## config.mk

```make
export PLATFORM = sky130hd
export DESIGN_NAME = uc_eng_collector
export DESIGN_NICKNAME = d
export VERILOG_FILES = /design/src/rtl/uc_eng_collector.sv
export SDC_FILE = /design/constraint.sdc
export NUM_CORES = 1
export LEC_CHECK = 0
export CELL_PAD_IN_SITES_DETAIL_PLACEMENT = 0
export CELL_PAD_IN_SITES_GLOBAL_PLACEMENT = 2
export CORE_MARGIN = 2
export CORE_UTILIZATION = 35
export CTS_BUF_LIST = sky130_fd_sc_hd__clkbuf_2 sky130_fd_sc_hd__clkbuf_4 sky130_fd_sc_hd__clkbuf_8
export DETAILED_ROUTE_END_ITERATION = 12
export DONT_BUFFER_PORTS = 1
export PLACE_DENSITY = 0.69
export SYNTH_ARGS = -nofsm -noshare
export SYNTH_HDL_FRONTEND = slang
export SYNTH_SLANG_ARGS = --single-unit
```

## constraint.sdc

```tcl
create_clock -name clk -period 3.4 [get_ports clk]
set_input_delay 1.02 -clock clk [delete_from_list [all_inputs] [get_ports clk]]
set_output_delay 1.02 -clock clk [all_outputs]
set_load 0.01 [all_outputs]
```

## src/rtl/uc_eng_collector.sv

```systemverilog
// uc_eng_collector: per-engine unit-literal FIFOs with round-robin hand-off to uc_arbiter.
// Define UC_COL_DEDUP_EN to discard a candidate equal to the last emitted literal.
module uc_eng_collector #(
   parameter int NUM_ENG = 4,
   parameter int LIT_W   = 8,
   parameter int DEPTH   = 4
) (
   input  logic                     clk,
   input  logic                     rst,
   input  logic [NUM_ENG-1:0]       eng_push,
   input  logic [NUM_ENG*LIT_W-1:0] eng_lit,
   output logic [NUM_ENG-1:0]       eng_full,
   input  logic [NUM_ENG-1:0]       engmask,
   input  logic                     flush,
   input  logic                     eng2uca_rd,
   output logic                     eng2uca_valid,
   output logic                     eng2uca_empty,
   output logic [LIT_W-1:0]         eng2uca,
   output logic                     overflow
);
   localparam int AW = $clog2(DEPTH);
   localparam int PW = AW + 1;
   localparam int RW = (NUM_ENG > 1) ? $clog2(NUM_ENG) : 1;

   // Handshake: eng2uca is meaningful while eng2uca_valid is high; the arbiter takes it by
   // raising eng2uca_rd, and the next literal (or valid low) appears after that clock edge.

   logic [LIT_W-1:0]   mem_q [NUM_ENG][DEPTH];
   logic [PW-1:0]      wr_ptr_q [NUM_ENG];
   logic [PW-1:0]      wr_ptr_d [NUM_ENG];
   logic [PW-1:0]      rd_ptr_q [NUM_ENG];
   logic [PW-1:0]      rd_ptr_d [NUM_ENG];
   logic [RW-1:0]      rr_ptr_q, rr_ptr_d;
   logic               valid_q, valid_d;
   logic [LIT_W-1:0]   out_q, out_d;
   logic               ovf_q, ovf_d;
   logic [NUM_ENG-1:0] empty, full, deq, wr_en;
   logic [RW-1:0]      idx [NUM_ENG];
   logic               load_en, found;
   logic [RW-1:0]      sel;
   logic [LIT_W-1:0]   cand;
`ifdef UC_COL_DEDUP_EN
   logic [LIT_W-1:0]   last_q, last_d;
`endif

   always_comb begin
      for (int i = 0; i < NUM_ENG; i++) begin
         empty[i] = (wr_ptr_q[i] == rd_ptr_q[i]);
         full[i]  = (wr_ptr_q[i][AW] != rd_ptr_q[i][AW]) &&
                    (wr_ptr_q[i][AW-1:0] == rd_ptr_q[i][AW-1:0]);
      end
   end

   // Scan engines starting at rr_ptr; the first eligible, non-empty one wins.
   always_comb begin
      found = 1'b0;
      sel   = '0;
      for (int k = 0; k < NUM_ENG; k++) begin
         idx[k] = RW'((int'(rr_ptr_q) + k) % NUM_ENG);
         if (!found && engmask[idx[k]] && !empty[idx[k]]) begin
            found = 1'b1;
            sel   = idx[k];
         end
      end
      cand = mem_q[sel][rd_ptr_q[sel][AW-1:0]];
   end

   always_comb begin
      load_en  = !valid_q || eng2uca_rd;
      deq      = '0;
      valid_d  = valid_q;
      out_d    = out_q;
      rr_ptr_d = rr_ptr_q;
      ovf_d    = ovf_q;
`ifdef UC_COL_DEDUP_EN
      last_d   = last_q;
`endif
      if (load_en) begin
         valid_d = 1'b0;
         if (found) begin
            deq[sel] = 1'b1;
            rr_ptr_d = (sel == RW'(NUM_ENG - 1)) ? '0 : sel + RW'(1);
`ifdef UC_COL_DEDUP_EN
            if (cand != last_q) begin
               valid_d = 1'b1;
               out_d   = cand;
               last_d  = cand;
            end
`else
            valid_d = 1'b1;
            out_d   = cand;
`endif
         end
      end
      // A full FIFO still accepts a push when its head leaves in the same cycle.
      for (int i = 0; i < NUM_ENG; i++) begin
         wr_en[i] = eng_push[i] && (eng_lit[i*LIT_W +: LIT_W] != '0) && (!full[i] || deq[i]);
         if (eng_push[i] && (eng_lit[i*LIT_W +: LIT_W] != '0) && full[i] && !deq[i])
            ovf_d = 1'b1;
         wr_ptr_d[i] = wr_ptr_q[i] + PW'(wr_en[i]);
         rd_ptr_d[i] = rd_ptr_q[i] + PW'(deq[i]);
      end
   end

   always_ff @(posedge clk) begin
      if (rst || flush) begin
         for (int i = 0; i < NUM_ENG; i++) begin
            wr_ptr_q[i] <= '0;
            rd_ptr_q[i] <= '0;
         end
         valid_q <= 1'b0;
         out_q   <= '0;
         ovf_q   <= 1'b0;
`ifdef UC_COL_DEDUP_EN
         last_q  <= '0;
`endif
         if (rst)
            rr_ptr_q <= '0;
      end else begin
         for (int i = 0; i < NUM_ENG; i++) begin
            wr_ptr_q[i] <= wr_ptr_d[i];
            rd_ptr_q[i] <= rd_ptr_d[i];
         end
         valid_q  <= valid_d;
         out_q    <= out_d;
         ovf_q    <= ovf_d;
         rr_ptr_q <= rr_ptr_d;
`ifdef UC_COL_DEDUP_EN
         last_q   <= last_d;
`endif
      end
   end

   always_ff @(posedge clk) begin
      for (int i = 0; i < NUM_ENG; i++) begin
         if (wr_en[i] && !rst && !flush)
            mem_q[i][wr_ptr_q[i][AW-1:0]] <= eng_lit[i*LIT_W +: LIT_W];
      end
   end

   assign eng_full      = full;
   assign eng2uca_valid = valid_q;
   assign eng2uca       = out_q;
   assign overflow      = ovf_q;
   assign eng2uca_empty = !valid_q && ~|(engmask & ~empty);

endmodule
```

==> out/qor.csv <==
metric;value;unit
status;completed;
DR DRC count;0;
CP Max Fanout;8;
layout cells sized above 1;16.9;%
CP required;3.74;ns
Mapped Area;6950;sq um
crit-path leading delay family;compound AO/OA/AOI/OAI gates;
Design Area, Final;7860;sq um
Final nets;580;
commonest cells in the netlist;130 x edfxtp_1, 34 x dfxtp_1, 25 x mux2i_1;
Most used DFF post-synth;edfxtp_1;
initial antenna violation count;0;
post-route ant nets;0;
TritonCTS Buffers;17;
FF/Latch Area;4580;sq um
clock tree from TritonCTS;built;
crit path DAT;3.58;ns
Synth Instances;491;
Post-Place Cell Area;7450;sq um
core area;19500;sq um
Worst IR Drop VDD;316;uV
hold buffers post-CTS;0;
first-pass GRT wire length;25300;microns
max incr delay on CP;0.48;ns
Worst-Skew Late Latency;0.47;ns
Max-Cap Viols;0;
IO buf count;0;
ant diodes;0;
die height;145;microns
Leak;2.70;nW
top-count cell post-synth;edfxtp_1;
final WL;17200;microns
yosys warns;0;
Hold Vio Cnt, Final;0;
cts repair resizes;4;
Die ar.;21000;sq um
Layout fillers;1808;
Max Fclk;308;MHz
register bit total from synthesis;164;
Crit path buffers/inverters;2;
ys async rst share;0;%
dpl cells;766;
Post-CTS Setup Inserts;0;
crit path cell chain;xor2_2, o31ai_4, buf_4, o21bai_2, a211oi_4, buf_4, mux2_2, mux2i_1, nor2_1, a2111oi_1, a211oi_1;
area grow syn2layout;13.1;%
most used cell, CP;buf_4;
clock sink count;164;
Pre-Repair DR Iteration Count;5;
Yosys top cell area share;56.2;%
Root Driver;clkbuf_8;
area of the multi-input gates;2310;sq um
Die W;145;microns
vias in the first global route;4184;
main area contributors after synthesis;edfxtp_1 56%, dfxtp_1 9.8%, mux2i_1 3.6%;
post-detail-place hpwl;13000;microns
Layout Skew;0.0143;ns
Min Clock Period, post-route;3.24;ns
Yosys top cell by area;edfxtp_1;
largest net degree at the start of global routing;32;
fin crit share;95.4;%
DR iter-0 viols;397;
gr usage total;17.3;%
Non-Filler Instances;798;
syn_area_per_cell;14.1;sq um
Post-synth EDFFs;130;
DR vias;4176;
Clock Tree Buf Depth;2;
Final Max Tran Viols;0;
Hold Slack;0.542;ns
relative slew slack;55.3;%
Pwr Density;485;nW/um^2
Initial Utilization;35.7;%
critical path type;register to register;
syn_nets;551;
element type at the critical path start;register;
unique cell type count in the Yosys netlist;53;
Boundary Pins;59;
clock slew at reported path FFs;0.09;ns
Finish-stage setup viols;0;
GR Overflow Total;0;
DR vias/cell;5.23;
Hold Path Class;register to register;
part of the Yosys area used for sequential elements;66.0;%
Critical Path End Type;register;
Wirelength per Cell;21.6;microns
GP Congestion;0.862;
H-tree levels;4;
Rows;51;
setup TNS;0;ns
worst slew pin tran;0.665;ns
critical path's slowest cell;dfxtp_1;
-- area by class of cell --
cell class / count / share of cell area [%]
Clock buffer: 17 / 2.98
Multi-Input combinational cell: 298 / 29.4
Inverter: 7 / 0.334
Clock inverter: 15 / 1.53
Sequential cell: 164 / 58.4
Timing Repair Buffer: 32 / 3.22
Tap cell: 265 / 4.22
-- per-stage QoR --
step | worst slack, ns | power (mW) | util, %
after floorplan | -0.212 | 2.46 | -
after global placement | 0.0833 | 2.56 | 38.3
after detailed placement | -0.100 | 2.57 | 38.3
after CTS | 0.0790 | 3.84 | 40.2
after global routing | -0.00806 | 3.96 | 40.4
final | 0.156 | 3.81 | 40.4
-- state kept, by name, summed over array words and instances, names as in the netlist --
name,count
eng2uca,8
rd_ptr_q,12
eng2uca_valid,1
mem_q,128
overflow,1
wr_ptr_q,12
rr_ptr_q,2
-- final timing paths --
check | slack [ns] | cells after the start | end | from
max reg2reg | 0.16 | 11 | eng2uca[5] | wr_ptr_q[2][1]
max | 0.16 | 11 | eng2uca[5] | wr_ptr_q[2][1]
min reg2reg | 0.54 | 2 | rd_ptr_q[0][2] | rd_ptr_q[0][2]
min | 0.54 | 2 | rd_ptr_q[0][2] | rd_ptr_q[0][2]
-- logic make-up (layout without fill, tap and decap cells) --
| kind of cell | Yosys count | in the layout | synth area share, % |
|---|---|---|---|
| and+or+nand+nor | 119 | 119 | 8.99 |
| muxes | 39 | 39 | 6.30 |
| xor gates and xnor gates | 21 | 21 | 2.65 |
| buffers and inverters | 29 | 71 | 1.87 |
| adders and majority gates | 16 | 16 | 2.88 |
| AOI/OAI and AO/OA | 103 | 103 | 11.3 |
| DFF | 164 | 164 | 66.0 |
-- placed cells by master (no fill, tap or decap), drive strengths merged, types with 2 or more instances in the layout --
cell | synthesis | layout
nor4 | 4 | 4
o21ai | 21 | 21
o31ai | 4 | 4
o21a | 2 | 2
clkinv | 0 | 8
ha | 16 | 16
mux2 | 12 | 12
a21boi | 3 | 3
nand2 | 22 | 22
nand3 | 9 | 9
a22oi | 22 | 22
and2 | 20 | 20
mux2i | 27 | 27
a2111oi | 8 | 8
nor2 | 21 | 21
and4 | 3 | 3
nor2b | 4 | 4
a222oi | 8 | 8
nor3b | 6 | 6
xnor2 | 9 | 9
buf | 6 | 32
o31a | 2 | 2
a211oi | 8 | 8
nor3 | 17 | 17
o21bai | 2 | 2
edfxtp | 130 | 130
a221o | 4 | 4
nand2b | 5 | 5
xor2 | 12 | 12
o22ai | 6 | 6
dfxtp | 34 | 34
inv | 7 | 14
a21oi | 8 | 8
or4 | 4 | 4
or2 | 3 | 3
clkbuf | 16 | 17
-- per-layer routing --
layer  vias to the layer above  share of wire, %  track usage [%]
li1                       1970                 -                -
met1                      2087                43             21.6
met2                       100                49             28.9
met3                        19               5.7             4.80
met4                         0               1.7             5.83
met5                         -                 0                0
-- tightest hold or removal path, stage by stage, from the launching register on --
cell	delay, ns
dfxtp_1	0.34
xnor2_1	0.13
nor2_1	0.03
-- power by group --
group          internal [mW]  total [mW]  switching [mW]
clock                  0.522        1.28           0.758
sequential              2.19        2.22          0.0308
combinational          0.120       0.303           0.184
total                   2.83        3.81           0.973
Note: power is estimated with default switching activity, not from simulation.
